===== src/rtl/mux_2x1_rr_sequencer.sv =====
// mux_2x1_rr_sequencer: two-channel round-robin front end for mux_2x1.
// Each channel has a one-word holding register; a grant steers one held
// word through an internal mux_2x1 into a registered valid/ready output,
// tagged with the select value that produced it (1 = A, 0 = B).
// Optional build macro: MUX_2X1_RR_SEQUENCER_FIXED_PRIO_EN selects fixed
// priority (A always wins contention) and removes the round-robin pointer.
module mux_2x1_rr_sequencer #(
  parameter int N = 2
) (
  input  logic         clk,
  input  logic         rst,
  input  logic         a_valid,
  output logic         a_ready,
  input  logic [N-1:0] a,
  input  logic         b_valid,
  output logic         b_ready,
  input  logic [N-1:0] b,
  output logic [N-1:0] y,
  output logic         y_valid,
  input  logic         y_ready,
  output logic         s
);

  // Holding registers, one word per channel
  logic [N-1:0] r_ha;
  logic [N-1:0] r_hb;
  logic         r_ha_v;
  logic         r_hb_v;

  // Output register and its select tag
  logic [N-1:0] r_y;
  logic         r_s;
  logic         r_y_valid;

  // Handshake and arbitration wires
  logic         w_load;
  logic         w_req_a;
  logic         w_req_b;
  logic         w_gnt_a_raw;
  logic         w_gnt_a;
  logic         w_gnt_b;
  logic         w_a_accept;
  logic         w_b_accept;
  logic [N-1:0] w_mux_y;

  // The output register can take a new word when empty or being drained
  assign w_load  = ~r_y_valid | y_ready;
  assign w_req_a = r_ha_v;
  assign w_req_b = r_hb_v;

`ifdef MUX_2X1_RR_SEQUENCER_FIXED_PRIO_EN
  // Fixed priority: A wins whenever it holds a word
  assign w_gnt_a_raw = w_req_a;
`else
  // Round-robin pointer encoding: which channel was granted most recently
  localparam logic [0:0] LAST_A = 1'b1;
  localparam logic [0:0] LAST_B = 1'b0;

  logic [0:0] r_last;

  // A wins if B is idle or B was served last; reset to A so B wins first
  assign w_gnt_a_raw = w_req_a & (~w_req_b | (r_last == LAST_B));

  // Pointer follows each grant and holds when nothing is granted
  always_ff @(posedge clk) begin
    if (rst) begin
      r_last <= LAST_A;
    end else if (w_gnt_a) begin
      r_last <= LAST_A;
    end else if (w_gnt_b) begin
      r_last <= LAST_B;
    end
  end
`endif

  // Grants only take effect when the output register can be loaded
  assign w_gnt_a = w_load & w_gnt_a_raw;
  assign w_gnt_b = w_load & w_req_b & ~w_gnt_a_raw;

  // A holding register is free when empty or being drained this cycle;
  // readies never look at the incoming valids
  assign a_ready = ~r_ha_v | w_gnt_a;
  assign b_ready = ~r_hb_v | w_gnt_b;

  assign w_a_accept = a_valid & a_ready;
  assign w_b_accept = b_valid & b_ready;

  // Select path: s follows the A grant so y = s ? ha : hb
  mux_2x1 #(.N(N)) u_mux (
    .a (r_ha),
    .b (r_hb),
    .s (w_gnt_a_raw),
    .y (w_mux_y)
  );

  // Channel A holding register: refill wins over drain in the same cycle
  always_ff @(posedge clk) begin
    if (rst) begin
      r_ha   <= '0;
      r_ha_v <= 1'b0;
    end else if (w_a_accept) begin
      r_ha   <= a;
      r_ha_v <= 1'b1;
    end else if (w_gnt_a) begin
      r_ha_v <= 1'b0;
    end
  end

  // Channel B holding register: refill wins over drain in the same cycle
  always_ff @(posedge clk) begin
    if (rst) begin
      r_hb   <= '0;
      r_hb_v <= 1'b0;
    end else if (w_b_accept) begin
      r_hb   <= b;
      r_hb_v <= 1'b1;
    end else if (w_gnt_b) begin
      r_hb_v <= 1'b0;
    end
  end

  // Output register: capture the granted word, or go empty if nothing won
  always_ff @(posedge clk) begin
    if (rst) begin
      r_y       <= '0;
      r_s       <= 1'b0;
      r_y_valid <= 1'b0;
    end else if (w_load) begin
      if (w_gnt_a | w_gnt_b) begin
        r_y       <= w_mux_y;
        r_s       <= w_gnt_a;
        r_y_valid <= 1'b1;
      end else begin
        r_y_valid <= 1'b0;
      end
    end
  end

  assign y       = r_y;
  assign s       = r_s;
  assign y_valid = r_y_valid;

endmodule

// Plain 2:1 multiplexer, y = s ? a : b
module mux_2x1 #(
  parameter int N = 2
) (
  input  logic [N-1:0] a,
  input  logic [N-1:0] b,
  input  logic         s,
  output logic [N-1:0] y
);

  assign y = s ? a : b;

endmodule


===== config.mk =====
export PLATFORM = sky130hd
export DESIGN_NAME = mux_2x1_rr_sequencer
export DESIGN_NICKNAME = d
export VERILOG_FILES = /design/src/rtl/mux_2x1_rr_sequencer.sv
export SDC_FILE = /design/constraint.sdc
export NUM_CORES = 1
export LEC_CHECK = 0
export ABC_CLOCK_PERIOD_IN_PS = 1600
export BUFFER_PORTS_ARGS = -buffer_cell sky130_fd_sc_hd__buf_2
export CAP_MARGIN = 20
export CORE_MARGIN = 2
export CORE_UTILIZATION = 24
export CTS_BUF_LIST = sky130_fd_sc_hd__clkbuf_4 sky130_fd_sc_hd__clkbuf_8 sky130_fd_sc_hd__clkbuf_16
export CTS_CLUSTER_SIZE = 14
export DETAILED_ROUTE_END_ITERATION = 8
export PLACE_DENSITY = 0.39
export SYNTH_ARGS = -nofsm -noshare
export SYNTH_HDL_FRONTEND = slang
export SYNTH_SLANG_ARGS = --single-unit

===== constraint.sdc =====
create_clock -name clk -period 1.6 [get_ports clk]
set_clock_uncertainty 0.15 [all_clocks]
set_input_delay 0.4 -clock clk [delete_from_list [all_inputs] [get_ports clk]]
set_output_delay 0.4 -clock clk [all_outputs]
set_load 0.005 [all_outputs]

==> results.md, run 1 <==
* Placed Cells at 115
* Hpwl dp at 1.14 mm
* Hold Path Class: in -> reg
* Ys Warns at 0
* Die area at 2880 sq um
* Post-DRT Antenna Nets at 0
* Remaining Overflow, GRT at 0
* Starting Density at 26.0%
* DRC viols at 0
* Slew Limit Headroom at 79.9%
* RSZ-0062 raised after global routing: yes
* Total vias in the final route at 581
* Mapped cell area at 592 sq um
* Non-filler cells, final at 122
* Via density at 4.76
* Largest family of logic cells by synthesized area: simple AND/OR/NAND/NOR gates
* Max clock buf depth at 2
* Worst slack, placed at 0.0370 ns
* Post-route cell area at 788 sq um
* FF+latch area at 226 sq um
* Setup slack, reg-to-reg at 0.04 ns
* Critical Path End Type: output port
* IO Pins at 15
* Die W at 53.7 um
* Mapped Nets at 80
* Clock slew at reported path FFs at 0.08 ns
* R2R depth at 5
* Mean post-synth cell area at 8.34 sq um
* Hold Path Stages at 3
* Critical Path Fanout Max at 3
* Worst Path Arrival at 1.02 ns
* DR WL/cell at 11.9 um
* Final wirelength at 1.45 mm
* Compound-Gate Fraction of Synth Area at 23.9%
* WHS Endpoint: r_hb[1]
* Max Fclk at 638 MHz
* Seq/Total Area, Yosys at 37.2%
* P&R area growth vs syn at 33.2%
* Largest net degree at the start of global routing at 15
* Fillers at 250
* Post-DP Area at 713 sq um
* Starting DRT DRC Count at 2
* Post-Synth Adder-Cell Area at 0%
* # clock sinks at 11
* Pwr dens at 845 nW/um^2
* GPL Wtd Cong at 0.710
* Critical R2R Launch: y_valid
* Multiplexer area fraction after synthesis at 3.38%
* # diodes at 0
* Run status: finished, final reports clean
* Final worst-path cycle share at 98.0%
* #FFs+latches synth at 11
* Post-Synthesis Cells at 71
* Reg2reg end: r_hb[0]
* XOR/XNOR Fraction of Synth Area at 0%
* TritonRoute pass-1 iters at 3
* Worst VDD drop at 0.344 mV
* Worst-Skew Late Latency at 0.27 ns
* Critical Path RT at 1.05 ns
* Nets at 104
* Row cnt at 17
* CORE AREA at 2280 sq um
* H-Tree Depth at 1
* Critical path class: reg -> out
* Initial antenna violation count at 0
* TritonCTS buffer count at 3
* Fin. Hold Viols at 0
* Worst-margin pin slew at 0.298 ns
* Static Leak at 0.327 nW
* Root Driver: clkbuf_4
* Vias in the first global route at 558
* Post-synth cell types at 23
* Footprint of the multi-input gates at 348 sq um
* Simple-gate share of the synthesized area at 28.8%
* All-layer global routing usage at 11.9%
* CP Launch Type: register
* Max-cap violations at 0
* Share of cells above drive strength 1 at 40.4%
* First-pass GRT wire length at 2.44 mm
* Die span in y at 53.7 um
* # setup viols final at 0
* CTS tree: yes
* Port Buffers at 14
* Hold Crit Start: b[1]
* Post-route minimum period at 1.57 ns
* Crit path from: r_last
* Final Max Tran Viols at 0
* Final WS setup at 0.0327 ns
-- through the flow --
stage,TNS [ns],power [mW],utilization [%],hold WS [ns]
5_1_grt,-0.0127,0.708,34.6,0.248
3_5_place_dp,0,0.449,31.3,0.313
3_3_place_gp,0,0.450,31.3,0.326
2_1_floorplan,0,0.397,-,0.320
6_report,0,0.666,34.6,0.239
4_1_cts,0,0.671,34.1,0.240
-- layer usage --
layer	up-vias	global-route usage, %	wire length [um]
li1	307	-	-
met1	262	15.3	744
met2	10	18.3	619
met3	2	3.61	71
met4	0	5.13	14
met5	-	0	0
-- how the worst max path moves through the flow --
stage,end,slack (ns),cells after the start
final,a_ready,0.03,3
after global routing,a_ready,-0.01,3
after CTS,a_ready,0.01,3
after detailed placement,b_ready,0.04,4
after global placement,b_ready,0.05,4
after floorplan,r_ha[0],0.22,3
-- layout make-up --
type                       count  share of cell area (%)
multi-input combinational     52                    44.1
sequential                    11                    28.7
timing repair buffer          22                    16.5
tap                           28                    4.44
clock buffer                   4                    3.81
inverter                       5                    2.38
-- critical path, stage by stage, from the launching register on --
cell     delay (ns)
dfxtp_4        0.36
and2_4         0.14
o21ai_2        0.12
buf_2          0.13
-- Yosys cell counts --
| cell | instances | share of area [%] |
|---|---|---|
| nand2_1 | 8 | 5.1 |
| mux2i_1 | 2 | 3.4 |
| a21oi_1 | 7 | 5.9 |
| nor3b_1 | 4 | 5.1 |
| nor2b_2 | 1 | 1.5 |
| nand3_1 | 2 | 1.7 |
| or2b_2 | 1 | 1.5 |
| o2111ai_1 | 2 | 3.0 |
| buf_2 | 2 | 1.7 |
| a31oi_1 | 4 | 4.2 |
| or2_2 | 1 | 1.1 |
| a21boi_2 | 1 | 1.9 |
| nor2_1 | 3 | 1.9 |
| a211oi_1 | 2 | 2.5 |
| buf_6 | 1 | 1.9 |
| nor2b_4 | 1 | 2.3 |
| and2_4 | 1 | 1.5 |
| or4_1 | 4 | 5.1 |
| nor2b_1 | 2 | 2.1 |
| inv_1 | 5 | 3.2 |
| dfxtp_1 | 11 | 37 |
| o311ai_0 | 2 | 3.0 |
| o21ai_0 | 4 | 3.4 |
-- layout by cell type (no fill, tap or decap), types with 3 or more instances in the layout --
master | netlist | layout
buf_2 | 2 | 14
nand2_1 | 8 | 8
buf_4 | 0 | 8
dfxtp_1 | 11 | 8
a21oi_1 | 7 | 7
inv_1 | 5 | 5
nor3b_1 | 4 | 4
a31oi_1 | 4 | 4
clkbuf_4 | 0 | 4
nor2_1 | 3 | 3
or4_1 | 4 | 3
-- kinds of logic (layout without fill, tap and decap cells) --
family          after synthesis  after routing
buf+inv                       8             31
flops                        11             11
simple gates                 28             28
compound gates               22             22
mux                           2              2
-- power breakdown --
| part | internal (mW) | total (mW) | switching [mW] |
|---|---|---|---|
| Combinational | 0.0701 | 0.138 | 0.0681 |
| Sequential | 0.300 | 0.316 | 0.0168 |
| Clock | 0.113 | 0.212 | 0.0982 |
-- sequential cells by signal (all words and copies together) (netlist names) --
name,cells
y,2
r_ha_v,1
s,1
r_ha,2
r_last,1
r_hb,2
y_valid,1
r_hb_v,1
-- repair_timing --
item,in CTS,in global routing
pin swaps,2,2
hold buffers,0,0
gates resized for setup,6,4
setup buffers,3,0
setup endpoints to repair,2,3
Power figures use the tool's default switching activity.
==> inputs of run 2 (changes only) <==
CTS_BUF_LIST = sky130_fd_sc_hd__clkbuf_4   (was sky130_fd_sc_hd__clkbuf_4 sky130_fd_sc_hd__clkbuf_8 sky130_fd_sc_hd__clkbuf_16)
PLACE_DENSITY = 0.42   (was 0.39)
==> run 2 against run 1 <==
Effect of this change:
- the flow now finishes with violations (setup timing)
- die area stayed put
- critical path depth stayed put
- first-iteration DRC count grew to 4.5 times the previous value
- utilization is 0.71 points higher
- sequential share of layout area is 0.43 points lower
- flip-flop and latch count stayed put
- total power is 1.9% higher
- worst hold slack worse by 0.017 ns
- critical path type unchanged
- largest power group unchanged
- highest routed layer unchanged
==> results.md, run 2 (synthesis gave the netlist of run 1 again) <==
* Run status: finished, violations left
* Failing checks: setup timing
* # diodes at 0 (unchanged)
* Number of cells on the critical path at 3 (unchanged)
* Most frequent cells in the layout: 14 x buf_2, 9 x buf_4, 8 x nand2_1
* Critical Path RT at 1.05 ns (about the same)
* H-Tree Depth at 1 (unchanged)
* Post-DRT Antenna Nets at 0 (unchanged)
* Hpwl dp at 1.05 mm (-8.0%)
* Worst Hold Slack at 0.222 ns (-0.0167 ns)
* All-layer global routing usage at 11.9% (+0.017 points)
* Die area at 2880 sq um (unchanged)
* Crit path cell chain: and2_4 > o21ai_2 > buf_2
* # clock sinks at 11 (unchanged)
* IO Pins at 15 (unchanged)
* Hold Path Class: in -> reg
* DRC viols at 0 (unchanged)
* # setup viols final at 1 (+1)
* Commonest non-fill, non-tap cell in the layout: buf_2
* Fillers at 248 (-0.80%)
* Share of cells above drive strength 1 at 43.2% (+2.7 points)
* Vias in the first global route at 541 (-3.0%)
* Slew Limit Headroom at 84.4% (+4.5 points)
* CP Launch Type: register
* Nets at 105 (+0.96%)
* Final wirelength at 1.48 mm (+2.2%)
* Cell Int Power at 488 uW (+0.95%)
* Final WS setup at -0.0134 ns (-0.0461 ns)
* Clock power frac at 32.0% (+0.2 points)
* Max Fclk at 620 MHz (-2.9%)
* TritonCTS buffer count at 3 (unchanged)
* Clock slew at reported path FFs at 0.07 ns (about the same)
* Post-DP Area at 713 sq um (unchanged)
* Static Leak at 0.336 nW (+2.9%)
* TritonRoute pass-1 iters at 4 (+1)
* Root Driver: clkbuf_4
* First-pass GRT wire length at 2.37 mm (-2.8%)
* Tot Pwr at 679 uW (+1.9%)
* Max-cap violations at 0 (unchanged)
* Starting DRT DRC Count at 9 (+7)
* Row cnt at 17 (unchanged)
* Slowest CP cell: dfxtp_4
* R2R depth at 5 (unchanged)
* Net switching power at 191 uW (+4.5%)
* Flop pwr share at 47.0% (-0.5 points)
* Worst VDD drop at 0.368 mV (+7.0%)
* Max clock buf depth at 2 (unchanged)
* Worst-margin pin slew at 0.234 ns (-0.0644 ns)
* Critical path class: reg -> out
* Fin. Hold Viols at 0 (unchanged)
* Worst Path Arrival at 1.06 ns (+0.04 ns)
* Hold Path Stages at 3 (unchanged)
* Die W at 53.7 um (unchanged)
* CTS tree: yes
* Slowest cell delay on critical path at 0.37 ns (about the same)
* Starting Density at 26.0% (unchanged)
* Remaining Overflow, GRT at 0 (unchanged)
* Port Buffers at 14 (unchanged)
* Combinational power share at 21.0% (+0.3 points)
* Worst-Skew Late Latency at 0.28 ns (about the same)
* Total vias in the final route at 601 (+3.4%)
* Die span in y at 53.7 um (unchanged)
* Switch share at 28.2% (+0.70 points)
* Final Max Tran Viols at 0 (unchanged)
* Largest net degree at the start of global routing at 15 (unchanged)
* RSZ-0062 raised after global routing: yes
* CP bufs+invs at 1 (unchanged)
* Post-route cell area at 805 sq um (+2.1%)
* DR WL/cell at 12.0 um (+1.4%)
* Post-route minimum period at 1.61 ns (+0.0461 ns)
* CORE AREA at 2280 sq um (unchanged)
* Via density at 4.89 (+2.6%)
* Utilization after layout at 35.3% (+0.71 points)
* Delay-heaviest family, CP: flip-flops
* Worst slack, placed at 0.0390 ns (+0.00208 ns)
* P&R area growth vs syn at 35.9%
* Final worst-path cycle share at 101% (+2.9 points)
* GPL Wtd Cong at 0.720 (+1.4%)
* Critical Path Fanout Max at 4 (+1)
* Initial antenna violation count at 0 (unchanged)
* Pwr dens at 844 nW/um^2 (-0.12%)
* Critical Path End Type: output port
-- run 2: worst reg2reg max path, delay by kind of cell (launching register included) --
| kind | cells | cell delay [ns] |
|---|---|---|
| buffers and inverters | 2 | 0.26 |
| DFF | 1 | 0.32 |
| AOI/OAI and AO/OA | 1 | 0.09 |
| and+or+nand+nor | 2 | 0.63 |
-- run 2: path summary, 6_finish.rpt --
path / startpoint / end / slack [ns]
worst min register to register: s / s / 0.33
worst min-delay path: a[1] / r_ha[1] / 0.22
worst max register to register: y_valid / r_ha[1] / 0.05
worst max-delay path: r_last / a_ready / -0.01
-- run 2: cell type report --
| type | count | area (sq um) | area share (%) |
|---|---|---|---|
| sequential | 11 | 228 | 28.3 |
| multi-input combinational | 52 | 355 | 44.2 |
| inverter | 5 | 18.8 | 2.33 |
| clock buffer | 4 | 30.0 | 3.73 |
| tap | 28 | 35.0 | 4.35 |
| timing repair buffer | 23 | 138 | 17.1 |
-- run 2: per-stage QoR --
stage	setup TNS (ns)	cells
6_report	-0.0134	123
5_1_grt	-0.163	123
4_1_cts	-0.0132	121
3_5_place_dp	0	115
3_3_place_gp	0	115
2_1_floorplan	0	71
-- run 2: metal layers --
metal | up-vias | track usage, % | routed length [um]
met1 | 277 | 14.0 | 672
met4 | 0 | 6.41 | 31
li1 | 307 | - | -
met3 | 5 | 5.83 | 87
met2 | 12 | 17.7 | 691
met5 | - | 0 | 0
-- run 2: power by group through the flow --
| stage | clock network (mW) | registers, mW | logic [mW] |
|---|---|---|---|
| after global routing | 0.237 | 0.322 | 0.160 |
| after global placement | 0 | 0.324 | 0.125 |
| final | 0.217 | 0.319 | 0.143 |
| after detailed placement | 0 | 0.324 | 0.124 |
| after floorplan | 0 | 0.322 | 0.0751 |
| after CTS | 0.219 | 0.320 | 0.132 |
-- run 2: timing repair --
| item | in CTS | in global routing |
|---|---|---|
| gates resized for setup | 8 | 6 |
| pin swaps | 0 | 1 |
| hold buffers | 0 | 0 |
| endpoints found under the setup margin | 2 | 4 |
| buffers inserted | 2 | 2 |
==> inputs of run 3 (changes only) <==
CORE_MARGIN = default   (was 2)
PLACE_DENSITY = default   (was 0.42)
SYNTH_HIERARCHICAL = 1   (was default)
==> run 3 against run 2 <==
Effect of this change:
- the flow now finishes without violations
- non-clock buffer count down 1
- area after synthesis is 2.1% higher
- sequential power down 1%
- sequential share of layout area up 0.29 points
- synthesized cell count rose by 1.4%
- global-route usage fell by 0.064 points
- critical path type unchanged
- critical endpoint unchanged
==> results.md, run 3 <==
* H-Tree Depth at 1 (unchanged)
* Critical Path Fanout Max at 6 (+2)
* Critical Path RT at 1.05 ns (about the same)
* Fin. Hold Viols at 0 (unchanged)
* Max clock buf depth at 2 (unchanged)
* Top cells by area, synth: dfxtp_1 36%, or4_1 6.2%, a21oi_1 5.8%
* Worst-Skew Late Latency at 0.28 ns (about the same)
* Hold Path Stages at 3 (unchanged)
* Starting DRT DRC Count at 15 (+6)
* Worst VDD drop at 0.289 mV (-22%)
* Total vias in the final route at 614 (+2.2%)
* Starting Density at 26.3% (+0.30 points)
* Worst slack, placed at 0.0265 ns (-0.0125 ns)
* Largest net degree at the start of global routing at 16 (+1)
* #FFs+latches synth at 11 (unchanged)
* Largest area contributor in the netlist: dfxtp_1
* Share of cells above drive strength 1 at 38.9% (-4.2 points)
* Via density at 4.99 (+2.2%)
* Vias in the first global route at 534 (-1.3%)
* Die span in y at 52.2 um (-2.7%)
* Final Max Tran Viols at 0 (unchanged)
* GPL Wtd Cong at 0.755 (+4.8%)
* Final wirelength at 1.39 mm (-6.3%)
* R2R depth at 5 (unchanged)
* Mapped cell area at 604 sq um (+2.1%)
* Critical Path End Type: output port
* TritonCTS buffer count at 3 (unchanged)
* Mapped Nets at 81 (+1.3%)
* Post-route cell area at 792 sq um (-1.6%)
* CORE AREA at 2300 sq um (+0.93%)
* Clock slew at reported path FFs at 0.07 ns (about the same)
* All-layer global routing usage at 11.9% (-0.064 points)
* First-pass GRT wire length at 2.28 mm (-3.8%)
* Die area at 2720 sq um (-5.4%)
* Ys Warns at 6 (+6)
* Post-synth top flop: dfxtp_1
* Worst-margin pin slew at 0.281 ns (+0.0468 ns)
* Slew Limit Headroom at 81.0% (-3.4 points)
* Initial antenna violation count at 0 (unchanged)
* Seq/Total Area, Yosys at 36.4% (-0.77 points)
* Most frequent cell after synthesis: dfxtp_1
* Placed Cells at 116 (+0.87%)
* Post-route minimum period at 1.59 ns (-0.0195 ns)
* Post-DRT Antenna Nets at 0 (unchanged)
* CTS tree: yes
* Die W at 52.2 um (-2.7%)
* Most frequent cells after synthesis: 11 x dfxtp_1, 7 x a21oi_1, 6 x nand2_1
* P&R area growth vs syn at 31.1%
* # setup viols final at 0 (-1)
* DRC viols at 0 (unchanged)
* Worst Hold Slack at 0.241 ns (+0.0190 ns)
* Row cnt at 17 (unchanged)
* Most frequent cells in the layout: 14 x buf_2, 8 x buf_4, 8 x dfxtp_1
* Final worst-path cycle share at 99.6% (-1.2 points)
* # diodes at 0 (unchanged)
* Static Leak at 0.323 nW (-4.0%)
* CP Launch Type: register
* Mean post-synth cell area at 8.39 sq um (+0.70%)
* Max-cap violations at 0 (unchanged)
* Worst Path Arrival at 1.04 ns (-0.02 ns)
* Max Fclk at 627 MHz (+1.2%)
* Pwr dens at 834 nW/um^2 (-1.2%)
* Post-synth EDFFs at 0 (unchanged)
* Remaining Overflow, GRT at 0 (unchanged)
* Asr flop ratio synth at 0% (unchanged)
* Commonest non-fill, non-tap cell in the layout: buf_2
* TritonRoute pass-1 iters at 4 (unchanged)
* Non-filler cells, final at 123 (unchanged)
* Fillers at 256 (+3.2%)
* Port Buffers at 14 (unchanged)
* Hold buffers post-CTS at 0 (unchanged)
* Final WS setup at 0.00606 ns (+0.0195 ns)
* Post-synth cell types at 23 (unchanged)
* Hold Path Class: in -> reg
* Nets at 105 (unchanged)
* # clock sinks at 11 (unchanged)
* RSZ-0062 raised after global routing: yes
* IO Pins at 15 (unchanged)
* Root Driver: clkbuf_4
* Hpwl dp at 1.02 mm (-2.4%)
* Critical path class: reg -> out
* Yosys top cell area share at 36.4% (-0.77 points)
* Run status: finished, final reports clean
* Post-Synthesis Cells at 72 (+1.4%)
* Post-DP Area at 726 sq um (+1.8%)
* DR WL/cell at 11.3 um (-6.3%)
==> run 3: cell types whose count changed after synthesis, moves of 2 or more <==
cell,delta
a211oi_1,-2
mux2_2,+2
nand3b_1,+2
nand2_1,-2
mux2i_1,-2
==> run 3: worst max-delay path, cell delays in order, from the launching register on <==
cell and delay, ns:
dfxtp_4 0.36, and2_4 0.16, o21ai_2 0.12, buf_2 0.13
==> run 3: kinds of logic (layout without fill, tap and decap cells) <==
| kind of cell | after synthesis | count (layout) | share of synthesized area, % |
|---|---|---|---|
| muxes | 2 | 2 | 3.73 |
| DFF | 11 | 11 | 36.4 |
| and+or+nand+nor | 30 | 30 | 31.9 |
| AOI/OAI and AO/OA | 21 | 21 | 21.3 |
| buffers and inverters | 8 | 31 | 6.62 |
==> run 3: power breakdown <==
group / leakage [nW] / switching (mW) / internal [mW]
sequential: 0.0916 / 0.0172 / 0.298
combinational: 0.213 / 0.0629 / 0.0670
clock: 0.0184 / 0.102 / 0.114
==> run 3: routing by layer <==
| metal | share of wire, % | GRT usage (%) |
|---|---|---|
| met1 | 49 | 14.6 |
| met2 | 43 | 17.7 |
| met3 | 4.9 | 3.48 |
| met4 | 3.3 | 7.89 |
| met5 | 0 | 0 |
==> run 3: worst paths after layout <==
| path | startpoint | to | slack (ns) |
|---|---|---|---|
| max | r_last | a_ready | 0.006 |
| min | b[1] | r_hb[1] | 0.24 |
| max reg2reg | r_last | y[0] | 0.18 |
| min reg2reg | y[1] | y[1] | 0.33 |
==> run 3: cell type report <==
type | count | area [sq um] | share of cell area [%]
clock buffer | 4 | 30.0 | 3.79
inverter | 5 | 18.8 | 2.37
multi-input combinational | 53 | 352 | 44.4
tap | 28 | 35.0 | 4.42
timing repair buffer | 22 | 130 | 16.4
sequential | 11 | 226 | 28.6
==> run 3: repair_timing <==
item,4_1_cts,5_1_grt
setup endpoints to repair,2,2
pin swaps,3,0
gates resized for setup,8,0
buffers inserted,3,0
gates cloned,0,0
==> run 3: stage by stage <==
step	utilization [%]	setup TNS, ns	power, mW
after CTS	34.5	0	0.663
after floorplan	-	0	0.394
after global routing	34.5	-0.0996	0.702
after global placement	31.6	0	0.441
final	34.5	0	0.661
after detailed placement	31.6	0	0.442
